[config.mk]
export PLATFORM = sky130hd
export DESIGN_NAME = regfile_write_arbiter
export DESIGN_NICKNAME = d
export VERILOG_FILES = /design/src/rtl/regfile_write_arbiter.sv
export SDC_FILE = /design/constraint.sdc
export NUM_CORES = 1
export LEC_CHECK = 0
export CAP_MARGIN = 20
export CORE_MARGIN = 5
export CORE_UTILIZATION = 34
export CTS_CLUSTER_DIAMETER = 100
export CTS_CLUSTER_SIZE = 16
export DETAILED_ROUTE_END_ITERATION = 8
export GPL_TIMING_DRIVEN = 1
export PLACE_DENSITY = 0.92
export SKIP_LAST_GASP = 1
export SYNTH_ARGS = -nofsm -noshare
export SYNTH_HDL_FRONTEND = slang
export SYNTH_SLANG_ARGS = --single-unit
[constraint.sdc]
create_clock -name clk -period 1.96 [get_ports clk]
set_input_delay 0.196 -clock clk [delete_from_list [all_inputs] [get_ports clk]]
set_output_delay 0.196 -clock clk [all_outputs]
set_load 0.005 [all_outputs]
[src/rtl/regfile_write_arbiter.sv]
// regfile_write_arbiter
//
// Shares the register file's single write port between two requesters
// (0 = ALU result, 1 = load return). A valid/ready handshake moves the
// winning request into a one-entry stage register. The stage drives the
// register file write port for exactly one cycle. Read port A is wrapped so
// that a read of the staged index returns the staged data before the register
// file itself holds it.
//
// Configuration macro: REGFILE_ARB_ROUND_ROBIN_EN
//   defined   : round-robin between the two requesters (last winner loses ties)
//   undefined : fixed priority, requester 0 always wins when valid
//
// Ports:
//   clk, reset            clock, asynchronous active-low reset
//   hold                  suppresses new grants; the staged write still drains
//   req{0,1}_valid/ready  handshake for each requester
//   req{0,1}_index/data   destination register and write data
//   rf_write_*            to register_file write port
//   rd_index              read request index, passed through to rf_read_index_a
//   rf_read_data_a        from register_file read port A
//   rd_data               read result with forwarding from the stage
module regfile_write_arbiter #(
  parameter int unsigned DATA_WIDTH  = 16,
  parameter int unsigned INDEX_WIDTH = 2
) (
  input  logic                   clk,
  input  logic                   reset,
  input  logic                   hold,

  input  logic                   req0_valid,
  output logic                   req0_ready,
  input  logic [INDEX_WIDTH-1:0] req0_index,
  input  logic [DATA_WIDTH-1:0]  req0_data,

  input  logic                   req1_valid,
  output logic                   req1_ready,
  input  logic [INDEX_WIDTH-1:0] req1_index,
  input  logic [DATA_WIDTH-1:0]  req1_data,

  output logic                   rf_write_enable,
  output logic [INDEX_WIDTH-1:0] rf_write_index,
  output logic [DATA_WIDTH-1:0]  rf_write_data,

  input  logic [INDEX_WIDTH-1:0] rd_index,
  output logic [INDEX_WIDTH-1:0] rf_read_index_a,
  input  logic [DATA_WIDTH-1:0]  rf_read_data_a,
  output logic [DATA_WIDTH-1:0]  rd_data
);

  logic                   stg_valid_q;
  logic [INDEX_WIDTH-1:0] stg_index_q;
  logic [DATA_WIDTH-1:0]  stg_data_q;
  logic                   last_grant_q;  // 1 = requester 1 won most recently

  logic grant0;
  logic grant1;
  logic transfer;

  // Grants look only at the valids and the arbitration state, never at the
  // requesters' index/data. Gating with reset keeps both readies low while
  // reset is asserted.
  always_comb begin
    grant0 = 1'b0;
    grant1 = 1'b0;
    if (reset && !hold) begin
`ifdef REGFILE_ARB_ROUND_ROBIN_EN
      grant0 = req0_valid && (!req1_valid || last_grant_q);
      grant1 = req1_valid && (!req0_valid || !last_grant_q);
`else
      grant0 = req0_valid;
      grant1 = req1_valid && !req0_valid;
`endif
    end
  end

`ifndef REGFILE_ARB_ROUND_ROBIN_EN
  // last_grant is still tracked in fixed-priority builds but has no reader.
  logic unused_last_grant;
  assign unused_last_grant = last_grant_q;
`endif

  assign req0_ready = grant0;
  assign req1_ready = grant1;
  // A ready is only raised for a valid requester, so any grant is a transfer.
  assign transfer   = grant0 || grant1;

  // The stage holds a write for exactly one cycle, so the register file side
  // never needs to push back.
  always_ff @(posedge clk or negedge reset) begin
    if (!reset) begin
      stg_valid_q  <= 1'b0;
      stg_index_q  <= '0;
      stg_data_q   <= '0;
      last_grant_q <= 1'b1;
    end else begin
      stg_valid_q <= transfer;
      if (transfer) begin
        stg_index_q  <= grant1 ? req1_index : req0_index;
        stg_data_q   <= grant1 ? req1_data : req0_data;
        last_grant_q <= grant1;
      end
    end
  end

  assign rf_write_enable = stg_valid_q;
  assign rf_write_index  = stg_index_q;
  assign rf_write_data   = stg_data_q;

  assign rf_read_index_a = rd_index;

  // The staged value is newer than anything in the register file.
  always_comb begin
    rd_data = rf_read_data_a;
    if (stg_valid_q && (stg_index_q == rd_index)) begin
      rd_data = stg_data_q;
    end
  end

endmodule

==> results of run 1 <==
[sequential cells by signal (all words and copies together) (netlist names)]
signal and cells:
rf_write_index 2, rf_write_data 16, rf_write_enable 1
[routing by layer]
layer / track usage [%] / part of all wire (%) / wire length (um) / vias to the layer above
met5: 0 / 0 / 0 / -
met4: 3.47 / 1.4 / 68 / 0
met2: 42.0 / 55 / 2650 / 63
met1: 23.6 / 37 / 1810 / 637
met3: 3.94 / 6.7 / 326 / 8
li1: - / - / - / 597
[per-stage QoR]
step | TNS [ps] | setup slack, ps | instances | util, %
6_report | -14.4 | -12.2 | 254 | 73.3
5_1_grt | -544 | -60.2 | 254 | 73.3
4_1_cts | -452 | -53.6 | 253 | 71.4
3_5_place_dp | -1850 | -127 | 237 | 66.7
3_3_place_gp | -1310 | -90.5 | 237 | 66.7
2_1_floorplan | 0 | 516 | 95 | -
[layout by cell type, fill, tap and decap left out, types with 2 or more instances in the layout]
| cell type | n |
|---|---|
| clkbuf_4 | 3 |
| xnor2_2 | 2 |
| nor2b_1 | 2 |
| buf_4 | 11 |
| dfrtp_1 | 19 |
| mux2_2 | 4 |
| o2bb2ai_1 | 16 |
| a21oi_1 | 2 |
| a22oi_1 | 16 |
| mux2_4 | 12 |
| clkdlybuf4s50_1 | 81 |
| buf_2 | 2 |
| inv_1 | 2 |
| nand2b_1 | 2 |
| clkdlybuf4s15_1 | 2 |
| nand4b_1 | 2 |
| buf_6 | 20 |
[final timing paths]
kind / depth (start not counted) / startpoint / end / slack, ps
max reg2reg: 4 / rf_write_index[1]$_DFFE_PN0P_ / rf_write_index[1]$_DFFE_PN0P_ / 760
min in group clk: 1 / rf_write_data[3]$_DFFE_PN0P_ / rf_write_data[3]$_DFFE_PN0P_ / 530
min: 2 / reset / rf_write_data[8]$_DFFE_PN0P_ / 280
max: 6 / rf_write_index[1]$_DFFE_PN0P_ / rd_data[12] / -10
min reg2reg: 1 / rf_write_data[3]$_DFFE_PN0P_ / rf_write_data[3]$_DFFE_PN0P_ / 530
max in group asynchronous: 2 / reset / rf_write_data[9]$_DFFE_PN0P_ / 1460
[logic make-up (layout without fill, tap and decap cells)]
group                     count (synthesis)  after routing  share of synthesized area, %
buffers and inverters                    12            125                          5.92
DFF                                      19             19                          41.7
xor gates and xnor gates                  2              2                          1.54
muxes                                    16             16                          19.1
and+or+nand+nor                           9              9                          5.59
AOI/OAI and AO/OA                        37             37                          26.2
[power breakdown]
group / switching [W] / leakage [nW] / internal [W] / total [W]
combinational: 0.000183 / 0.787 / 0.000414 / 0.000597
sequential: 0.0000587 / 0.237 / 0.000453 / 0.000512
clock: 0.000115 / 0.0150 / 0.0000789 / 0.000194
[area by class of cell]
| type | count | area share (%) |
|---|---|---|
| Sequential cell | 19 | 19.8 |
| Inverter | 2 | 0.312 |
| Clock buffer | 4 | 1.09 |
| Multi-Input combinational cell | 64 | 26.1 |
| Tap cell | 46 | 2.39 |
| Timing Repair Buffer | 119 | 50.3 |
[timing repair]
item,in CTS,in global routing
pin swaps,3,2
endpoints found under the hold margin,0,0
gates resized for setup,78,10
gates cloned,1,0
setup endpoints to repair,16,16
setup buffers,11,1
[critical path, cell delays in order, from the launching register on]
cell	delay [ps]
dfrtp_1	430
xnor2_2	200
nand3_4	150
buf_16	170
buf_6	110
mux2_4	310
buf_6	120
==> impl_metrics.toml, run 1 <==
[run_status]
run_status = "complete, but fails checks"
violations = "negative setup slack"

[clock_tree]
cts_tree = "yes"
clock_latency_ps = 280
clk_pin_slew_ps = 110
h-tree-depth = 1
root_buffer = "clkbuf_4"
cts_inserted_buffers = 3
ctsHoldBuffers = 0
clock_sinks = 19
clockBufferDepth = 2

[worst_setup_path]
worstPathMaxFanout = 6
startpoint_type = "flop"
arrival_ps = 1780
cp_data_required_time_ps = 1760
cp-end-kind = "output pin"
path_class = "flop to output pin"

[run]
maxCapViolCount = 0

[timing]
rsz0062_at_grt = "true"
max_freq_mhz = 507
hold_viol = 0
final-setup-viol-count = 4
finalCriticalPeriod_ps = 1970
worst_pin_slew_ps = 269
whs_ps = 281
report.final.slew_viol_count = 0
final.setup.worst_slack_ps = -12.2
slew_headroom_pct = 82.1
fin_crit_sh_pct = 101
fin_skew_ps = 0

[place]
dpl.hpwl_um = 3430
place.gp.congestion = 0.726
port_buffers = 97
placed_cell_area_um2 = 2190

[global_route]
overflow = 0
antenna_found_initial = 0
grt_pass1_vias = 1447
grt_pass1_wl_um = 7370
track_usage_pct = 21.3
grt_max_degree = 22

[floorplanning]
row_count = 21
die_h_um = 67.9
top_level_ports = 98
core_um2 = 3280
dieArea_um2 = 4610
start_util_pct = 34.7
die_x_um = 67.9

[synth]
avgSynthCellArea_um2 = 12.0
netlist_area_um2 = 1140
synth_most_common_cell = "dfrtp_1"
synth_edf_count = 0
synth_area_leaders = "dfrtp_1 (42%), mux2_4 (13%), o2bb2ai_1 (12%)"
ys.flop_type = "dfrtp_1"
synth_largest_area_cell = "dfrtp_1"
synth_nets = 154
synthTopCellsByCount = "dfrtp_1 (19), a22oi_1 (16), o2bb2ai_1 (16)"
async_reset_ff_share_pct = 100
synth-seq-area-share_pct = 41.7
ys.warnings.count = 0
ys_ff_latch = 19
synth_cell_types = 21
yosysTopAreaCellShare_pct = 41.7
synth_cells = 95

[detailed_routing]
drc = 0
postRouteAntennaNets = 0
viasPerCell = 5.14
drt_pass1_iterations = 4
vias = 1305
drt-wirelength-per-cell_um = 19.1
wirelength_um = 4850
drt_iter0_markers = 76

[worst_hold_path]
hold_class = "input port to async pin"

[final_layout]
stdcell_area_um2 = 2410
area_growth_pct = 111
final_layout_size_suffix_gt1_share_pct = 28.4
regArea_um2 = 475
fillerInstances = 235
fin_nets = 268
antenna_cells = 0
multiInputGateArea_um2 = 628

[power_and_ir_drop]
power_density_nw_per_um2 = 542
power.total_w = 0.00130
power.leakage_nw = 1.04
ir_worst_vdd_mv = 0.337
Note: power is estimated with default switching activity, not from simulation.
==> run 2, diff against run 1 <==
--- a/config.mk
+++ b/config.mk
@@ -12,7 +12,7 @@
 export CTS_CLUSTER_SIZE = 16
 export DETAILED_ROUTE_END_ITERATION = 8
 export GPL_TIMING_DRIVEN = 1
-export PLACE_DENSITY = 0.92
+export PLACE_DENSITY = 0.85
 export SKIP_LAST_GASP = 1
 export SYNTH_ARGS = -nofsm -noshare
 export SYNTH_HDL_FRONTEND = slang
==> run 2 against run 1 <==
The run now ends clean. Register-to-register slack lost 20 ps. Design area shrank 1.4%. Global-route usage shrank 1.2 points. Combinational power shrank 2%. First-iteration DRC count shrank 46%. Die area is the same. Worst setup slack gained 16 ps. Critical path type unchanged.
==> impl_metrics.toml, run 2 (synthesis results as in run 1) <==
[run_status]
run_status = "complete, no violations"

[timing]
worst_pin_slew_ps = 278
slew_headroom_pct = 81.5
report.final.slew_viol_count = 0
final-setup-viol-count = 0
rsz0062_at_grt = "true"
fin_skew_ps = 0
final.setup.worst_slack_ps = 4.08
whs_ps = 322
hold_viol = 0
fin_crit_sh_pct = 99.8
finalCriticalPeriod_ps = 1960
max_freq_mhz = 511

[worst_setup_path]
cp_num_buf_inv = 3
path_class = "flop to output pin"
startpoint_type = "flop"
cpPeakStageDelay_ps = 440
arrival_ps = 1760
worstPathMaxFanout = 5
cp_data_required_time_ps = 1760
cp_common_cell = "buf_6"
worst_path_max_delay_cell = "dfrtp_1"
cp-end-kind = "output pin"
critical_path.top_delay_family = "flip-flops"
worstPathCellList = "xnor2_2 > nand3_4 > buf_16 > buf_6 > mux2_4 > buf_6"

[final_layout]
mostFrequentLayoutCell = "clkdlybuf4s50_1"
fin_nets = 266
layout_common_cells = "clkdlybuf4s50_1 (81), buf_6 (20), dfrtp_1 (19)"
stdcell_area_um2 = 2370
final_layout_size_suffix_gt1_share_pct = 28.6
antenna_cells = 0
largest_reg_flops = 16
area_growth_pct = 108

[global_route]
antenna_found_initial = 0
track_usage_pct = 20.1
overflow = 0
grt_pass1_vias = 1408
grt_pass1_wl_um = 6910
grt_max_degree = 22

[clock_tree]
root_buffer = "clkbuf_4"
clk_pin_slew_ps = 110
clock_latency_ps = 290
cts_tree = "yes"
h-tree-depth = 1
clockBufferDepth = 2
cts_inserted_buffers = 3
clock_sinks = 19

[power_and_ir_drop]
power.total_w = 0.00130
power.leakage_nw = 1.02
ir_worst_vdd_mv = 0.326
power_density_nw_per_um2 = 547

[floorplanning]
row_count = 21
core_um2 = 3280
dieArea_um2 = 4610
die_x_um = 67.9
start_util_pct = 34.7
top_level_ports = 98
die_h_um = 67.9

[place]
port_buffers = 97
place.gp.congestion = 0.706
placed_cell_area_um2 = 2190
place_ws_ps = -125
dpl.hpwl_um = 3480

[detailed_routing]
highest_layer = "met4"
wirelength_um = 4670
drt_iter0_markers = 41
postRouteAntennaNets = 0
met3_length_um = 301
wl_met2_um = 2610
drt-wirelength-per-cell_um = 18.5
drc = 0
drt_pass1_iterations = 4
vias = 1266
met1Wirelength_um = 1670
viasPerCell = 5.02

[worst_hold_path]
hold_class = "input port to async pin"

[run]
maxCapViolCount = 0
run 2: cell count changes in the layout (fill, tap and decap cells not counted), sizes merged:
cell / delta
clkdlybuf4s15: -2
run 2: final cells by class:
| class | count | area (um2) |
|---|---|---|
| sequential | 19 | 475 |
| tap | 46 | 57.6 |
| clock buffer | 4 | 26.3 |
| inverter | 2 | 7.51 |
| multi-input combinational | 64 | 624 |
| fill | 253 | 912 |
| timing repair buffer | 117 | 1180 |
run 2: path summary, 6_finish.rpt:
check | slack [ps] | cells past startpoint | startpoint | endpoint
setup / recovery | 4 | 6 | rf_write_index[0]$_DFFE_PN0P_ | rd_data[6]
setup reg to reg | 740 | 4 | rf_write_index[1]$_DFFE_PN0P_ | rf_write_index[1]$_DFFE_PN0P_
hold / removal | 320 | 2 | reset | rf_write_data[10]$_DFFE_PN0P_
min in group clk | 530 | 1 | rf_write_data[0]$_DFFE_PN0P_ | rf_write_data[0]$_DFFE_PN0P_
max in group asynchronous | 1420 | 2 | reset | rf_write_data[9]$_DFFE_PN0P_
hold reg to reg | 530 | 1 | rf_write_data[0]$_DFFE_PN0P_ | rf_write_data[0]$_DFFE_PN0P_
run 2: metrics by stage:
stage	setup TNS (ps)	instances	util [%]
CTS	-502	252	71.0
detailed placement	-1700	237	66.7
finish	0	252	72.2
global route	-720	252	72.2
global placement	-1320	237	66.7
floorplan	0	95	-
run 2: timing repair:
action | in CTS | in global routing
setup buffers | 10 | 0
endpoints found under the setup margin | 16 | 16
cloned | 1 | 0
resized for setup | 83 | 6
hold buffers | 0 | 0
pin swaps | 3 | 2
run 2: where the power goes:
part / internal [W] / total [W] / switching, W
Combinational: 0.000405 / 0.000585 / 0.000180
Clock: 0.0000790 / 0.000201 / 0.000122
Sequential: 0.000453 / 0.000511 / 0.0000580
Total: 0.000938 / 0.00130 / 0.000359
run 2: metal layers:
metal,track usage [%],vias to the layer above
met5,0,-
met4,5.46,0
met3,3.94,10
met2,39.4,57
met1,21.5,608
li1,-,591
